**config.mk**
```make
export PLATFORM = sky130hd
export DESIGN_NAME = vga_timing_gen
export DESIGN_NICKNAME = d
export VERILOG_FILES = /design/src/rtl/vga_timing_pkg.sv /design/src/rtl/pix_strobe_div.sv /design/src/rtl/vga_timing_gen.sv
export SDC_FILE = /design/constraint.sdc
export NUM_CORES = 1
export LEC_CHECK = 0
export ABC_AREA = 0
export CORE_UTILIZATION = 45
export CTS_BUF_LIST = sky130_fd_sc_hd__clkbuf_8 sky130_fd_sc_hd__clkbuf_16
export DETAILED_ROUTE_END_ITERATION = 7
export PLACE_DENSITY = 0.76
export SYNTH_ARGS = -nofsm -noshare
export SYNTH_HDL_FRONTEND = slang
export SYNTH_SLANG_ARGS = --single-unit
```
**constraint.sdc**
```tcl
create_clock -name i_clk -period 2.3 [get_ports i_clk]
set_input_delay 0.575 -clock i_clk [delete_from_list [all_inputs] [get_ports i_clk]]
set_output_delay 0.575 -clock i_clk [all_outputs]
set_load 0.02 [all_outputs]
```
**src/rtl/vga_timing_pkg.sv**
```systemverilog
// vga_timing_pkg: 640x480@60 timing constants, coordinate width and idle sync level
package vga_timing_pkg;
   localparam int COORD_W      = 10;
   localparam int H_ACTIVE_DEF = 640;
   localparam int H_FP_DEF     = 16;
   localparam int H_SYNC_DEF   = 96;
   localparam int H_BP_DEF     = 48;
   localparam int V_ACTIVE_DEF = 480;
   localparam int V_FP_DEF     = 10;
   localparam int V_SYNC_DEF   = 2;
   localparam int V_BP_DEF     = 33;
   localparam int H_TOTAL_DEF  = H_ACTIVE_DEF + H_FP_DEF + H_SYNC_DEF + H_BP_DEF;
   localparam int V_TOTAL_DEF  = V_ACTIVE_DEF + V_FP_DEF + V_SYNC_DEF + V_BP_DEF;
   localparam logic SYNC_IDLE  = 1'b1;

   function automatic logic in_win(input int p, input int lo, input int len);
      return p >= lo && p < lo + len;
   endfunction
endpackage

```
**src/rtl/pix_strobe_div.sv**
```systemverilog
// pix_strobe_div: free-running clock divider producing a one-cycle pixel strobe
module pix_strobe_div #(
   parameter int CLK_DIV = 4
) (
   input  logic i_clk,
   input  logic i_rst,
   output logic o_stb
);
   localparam int W = CLK_DIV > 1 ? $clog2(CLK_DIV) : 1;

   logic [W-1:0] div_q, div_d;

   assign o_stb = div_q == W'(CLK_DIV - 1);

   // wrap on the strobe so the period is exactly CLK_DIV cycles
   always_comb div_d = o_stb ? '0 : div_q + W'(1);

   // divider counter register
   always_ff @(posedge i_clk) begin
      if (i_rst) div_q <= '0;
      else div_q <= div_d;
   end
endmodule

```
**src/rtl/vga_timing_gen.sv**
```systemverilog
// vga_timing_gen: 640x480 raster counter with registered sync/active outputs; VGA_TIMING_SYNC_DELAY_EN adds a strobe-clocked delay on sync/active
module vga_timing_gen
   import vga_timing_pkg::*;
#(
   parameter int CLK_DIV    = 4,
   parameter int H_ACTIVE   = H_ACTIVE_DEF,
   parameter int H_FP       = H_FP_DEF,
   parameter int H_SYNC     = H_SYNC_DEF,
   parameter int H_BP       = H_BP_DEF,
   parameter int V_ACTIVE   = V_ACTIVE_DEF,
   parameter int V_FP       = V_FP_DEF,
   parameter int V_SYNC     = V_SYNC_DEF,
   parameter int V_BP       = V_BP_DEF,
   parameter int SYNC_DELAY = 2
) (
   input  logic       i_clk,
   input  logic       i_rst,
   output logic       o_pix_stb,
   output logic [9:0] o_xx,
   output logic [9:0] o_yy,
   output logic       o_aactive,
   output logic       o_hsync,
   output logic       o_vsync,
   output logic       o_line_start,
   output logic       o_frame_start
);
   localparam int H_TOTAL = H_ACTIVE + H_FP + H_SYNC + H_BP;
   localparam int V_TOTAL = V_ACTIVE + V_FP + V_SYNC + V_BP;

   logic       stb, h_last, v_last;
   logic [9:0] h_q, h_d, v_q, v_d, xx_q, xx_d, yy_q, yy_d;
   logic       act_q, act_d, hs_q, hs_d, vs_q, vs_d;
   logic       stb_q, stb_d, ls_q, ls_d, fs_q, fs_d;

   pix_strobe_div #(.CLK_DIV(CLK_DIV)) u_div (
      .i_clk(i_clk),
      .i_rst(i_rst),
      .o_stb(stb)
   );

   // on each strobe present the pending position and advance it
   always_comb begin
      h_last = int'(h_q) == H_TOTAL - 1;
      v_last = int'(v_q) == V_TOTAL - 1;
      h_d    = stb ? (h_last ? '0 : h_q + 10'd1) : h_q;
      v_d    = (stb && h_last) ? (v_last ? '0 : v_q + 10'd1) : v_q;
      xx_d   = stb ? h_q : xx_q;
      yy_d   = stb ? v_q : yy_q;
      act_d  = stb ? (int'(h_q) < H_ACTIVE && int'(v_q) < V_ACTIVE) : act_q;
      hs_d   = stb ? SYNC_IDLE ^ in_win(int'(h_q), H_ACTIVE + H_FP, H_SYNC) : hs_q;
      vs_d   = stb ? SYNC_IDLE ^ in_win(int'(v_q), V_ACTIVE + V_FP, V_SYNC) : vs_q;
      stb_d  = stb;
      ls_d   = stb && h_q == '0;
      fs_d   = stb && h_q == '0 && v_q == '0;
   end

   // position and output registers
   always_ff @(posedge i_clk) begin
      if (i_rst) begin
         h_q   <= '0;
         v_q   <= '0;
         xx_q  <= '0;
         yy_q  <= '0;
         act_q <= 1'b0;
         hs_q  <= SYNC_IDLE;
         vs_q  <= SYNC_IDLE;
         stb_q <= 1'b0;
         ls_q  <= 1'b0;
         fs_q  <= 1'b0;
      end else begin
         h_q   <= h_d;
         v_q   <= v_d;
         xx_q  <= xx_d;
         yy_q  <= yy_d;
         act_q <= act_d;
         hs_q  <= hs_d;
         vs_q  <= vs_d;
         stb_q <= stb_d;
         ls_q  <= ls_d;
         fs_q  <= fs_d;
      end
   end

   assign o_pix_stb     = stb_q;
   assign o_xx          = xx_q;
   assign o_yy          = yy_q;
   assign o_line_start  = ls_q;
   assign o_frame_start = fs_q;

`ifdef VGA_TIMING_SYNC_DELAY_EN
   logic [2:0] pipe_q [SYNC_DELAY];
   logic [2:0] pipe_d [SYNC_DELAY];

   // shift {active, hsync, vsync} one stage per strobe to match ROM latency
   always_comb begin
      pipe_d = pipe_q;
      if (stb) begin
         pipe_d[0] = {act_q, hs_q, vs_q};
         for (int i = 1; i < SYNC_DELAY; i++) pipe_d[i] = pipe_q[i-1];
      end
   end

   // delay-line registers, reset to idle levels
   always_ff @(posedge i_clk) begin
      if (i_rst) pipe_q <= '{default: {1'b0, SYNC_IDLE, SYNC_IDLE}};
      else pipe_q <= pipe_d;
   end

   assign {o_aactive, o_hsync, o_vsync} = pipe_q[SYNC_DELAY-1];
`else
   assign o_aactive = act_q;
   assign o_hsync   = hs_q;
   assign o_vsync   = vs_q;
`endif
endmodule

```
==> impl_metrics.json, run 1 <==
{
  "status": "complete, no violations",
  "synth_seq_cells": 48,
  "path_clk_slew_ns": 0.08,
  "slew_violations": 0,
  "post_cts_buffers": 0,
  "grt_overflow": 0,
  "r2r-start": "h_q[4]$_SDFFE_PP0P_",
  "root_buffer": "clkbuf_8",
  "synth_most_common_cell": "dfxtp_1",
  "period_needed_ns": 2.11,
  "finClkSkew_ns": 0.00420,
  "cts_buffers": 5,
  "synth_nets": 228,
  "first_global_vias": 1386,
  "maxCapViolCount": 0,
  "grt_max_degree": 34,
  "synthToLayoutAreaGrowth_pct": 19.4,
  "hold_buffers": 0,
  "via_per_inst": 5.39,
  "regToRegSetupSlack_ns": 0.19,
  "cts-htree-levels": 2,
  "cp-start-kind": "flip-flop",
  "drc": 0,
  "cts_resized": 0,
  "synth_edf_count": 0,
  "io_pins": 28,
  "routabilityCongestion": 0.823,
  "r2r_end": "v_q[9]$_SDFFE_PP0P_",
  "rsz0062_at_grt": "false",
  "die_x_um": 69.3,
  "endpoint_kind": "flip-flop",
  "cp.arrival_ns": 2.33,
  "crit_type": "flip-flop to flip-flop",
  "fill_cells": 382,
  "min_to": "u_div.div_q[0]$_SDFF_PP0_",
  "ys_top_cells_by_area": "dfxtp_1 (47%), mux2i_1 (10%), nor2_1 (6.6%), xor2_1 (3.9%), ha_1 (3.1%)",
  "drive_gt1_frac": 0.0664,
  "finalSetupViolations": 0,
  "start_util": 0.468,
  "dp_cells": 287,
  "fmax_mhz": 474,
  "power.density_nw_per_um2": 611,
  "r2r_cells": 4,
  "vias": 1580,
  "synth_top_area_cell": "dfxtp_1",
  "finalCritPeriodShare": 0.918,
  "die_h_um": 69.3,
  "synth.distinct_cells": 33,
  "clockBufferDepth": 2,
  "syn_area_per_cell_um2": 9.21,
  "wl_per_cell_um": 13.4,
  "nets": 249,
  "yosys_most_used_dff": "dfxtp_1",
  "slew_headroom": 0.638,
  "worst_pin_slew_ns": 0.542,
  "core_um2": 4350,
  "min_from": "u_div.div_q[0]$_SDFF_PP0_",
  "cts_tree": "built",
  "instances_no_fill": 293,
  "finalSetupTns_ns": 0,
  "antenna_found_initial": 0,
  "netlist_area_um2": 2040,
  "clock_sinks": 48,
  "port_buffers": 27,
  "yosysSeqAreaShare": 0.472,
  "peakVddDrop_v": 0.000373,
  "grt_pass1_wl_mm": 6.59,
  "antenna_cells": 0,
  "cp_max_fo": 9,
  "grtUsageTotal": 0.169,
  "yosys.area.top_type_share": 0.472,
  "clk_latency_ns": 0.29,
  "synthCells": 221,
  "routed_wl_mm": 3.93,
  "synth_warnings": 0,
  "rows": 24,
  "hold_class": "flip-flop to flip-flop",
  "dr.pass1.iters": 4,
  "p_leak_nw": 0.836,
  "synthArstFlopShare": 0,
  "drtIter0Drc": 82,
  "final-hold-violation-count": 0,
  "hpwl_mm": 2.75,
  "ant_nets": 0,
  "min_path_cells": 1,
  "synth_common_cells": "dfxtp_1 (48), nor2_1 (36), mux2i_1 (21)",
  "critPathRequiredTime_ns": 2.52,
  "dieArea_um2": 4800
}
power breakdown:
| group | internal (W) | switching, W | leakage [nW] |
|---|---|---|---|
| Combinational | 0.0000297 | 0.0000399 | 0.399 |
| Sequential | 0.000840 | 0.00000526 | 0.387 |
| Clock | 0.000312 | 0.000257 | 0.0501 |
| Total | 0.00118 | 0.000302 | 0.836 |
area by class of cell:
class                           instances  area, um2  share of cell area
Clock buffer                            5       68.8              0.0283
Clock inverter                          1       30.0              0.0124
Inverter                                4       15.0             0.00618
Multi-Input combinational cell        151        982               0.404
Sequential cell                        48        961               0.395
Tap cell                               52       65.1              0.0268
Timing Repair Buffer                   32        308               0.127
worst max-delay path by stage:
stage                   startpoint                   to  slack (ns)  cells after the start
2_1_floorplan  h_q[7]$_SDFFE_PP0P_  v_q[7]$_SDFFE_PP0P_        0.31                      5
3_3_place_gp   h_q[4]$_SDFFE_PP0P_  v_q[7]$_SDFFE_PP0P_        0.28                      4
3_5_place_dp   h_q[4]$_SDFFE_PP0P_  v_q[9]$_SDFFE_PP0P_        0.20                      4
4_1_cts        h_q[4]$_SDFFE_PP0P_  v_q[9]$_SDFFE_PP0P_        0.18                      4
5_1_grt        h_q[4]$_SDFFE_PP0P_  v_q[7]$_SDFFE_PP0P_        0.09                      4
6_report       h_q[4]$_SDFFE_PP0P_  v_q[9]$_SDFFE_PP0P_        0.19                      4
cells in the final DEF (no fill, tap or decap):
master / n
nor3_1: 5
nand2_1: 4
mux2i_1: 21
buf_4: 5
o21bai_1: 1
xor2_1: 9
or3_1: 4
xnor2_1: 3
clkbuf_8: 5
or4b_4: 1
or4_4: 1
a21oi_1: 10
nand4_1: 8
inv_1: 4
nor4_1: 3
and3_1: 5
bufinv_16: 1
clkdlybuf4s50_1: 27
nand2b_1: 3
nor4b_1: 2
nor2b_1: 2
o31ai_1: 1
ha_1: 5
nand3b_1: 2
and4_2: 1
nor2_1: 36
dfxtp_1: 48
and4_1: 3
nand3_1: 12
nand4b_1: 1
nor3b_1: 1
or2_2: 2
o21ai_0: 5
cell families after synthesis:
kind of cell               Yosys count  share of synthesized area
xor gates and xnor gates            12                     0.0516
and+or+nand+nor                     96                      0.253
DFF                                 48                      0.472
AOI/OAI and AO/OA                   17                     0.0443
adders and majority gates            5                     0.0307
buffers and inverters               22                     0.0455
muxes                               21                      0.103
state kept, by name, indices dropped and copies added, names as in the netlist:
signal and count:
h_q 10, o_xx 10, o_yy 10, v_q 10, u_div.div_q 2, o_aactive 1
o_frame_start 1, o_hsync 1, o_line_start 1, o_pix_stb 1, o_vsync 1
layer usage:
layer / part of all wire / global-route usage
met3: 0.031 / 0.0349
met2: 0.43 / 0.242
met5: 0 / 0
met4: 0.018 / 0.0680
met1: 0.52 / 0.247
worst max-delay path, stage by stage (launching register included):
cell	delay (ns)
dfxtp_1	0.47
or4b_4	0.50
or4_4	0.55
or3_1	0.36
a21oi_1	0.15
through the flow:
step	utilization	power [W]	cell area [um2]	setup slack, ns	hold WS (ns)
floorplan	-	0.000917	2040	0.308	0.398
global placement	0.535	0.000933	2330	0.281	0.412
global route	0.558	0.00154	2430	0.0877	0.433
CTS	0.558	0.00150	2430	0.180	0.428
detailed placement	0.535	0.000935	2330	0.198	0.415
finish	0.558	0.00148	2430	0.189	0.425
Power figures use the tool's default switching activity.
==> run 2: changes to the inputs <==
Settings changed: TNS_END_PERCENT set to 50.
==> results of run 2 <==
No change in the layout: final DEF, timing and power equal those of run 1.
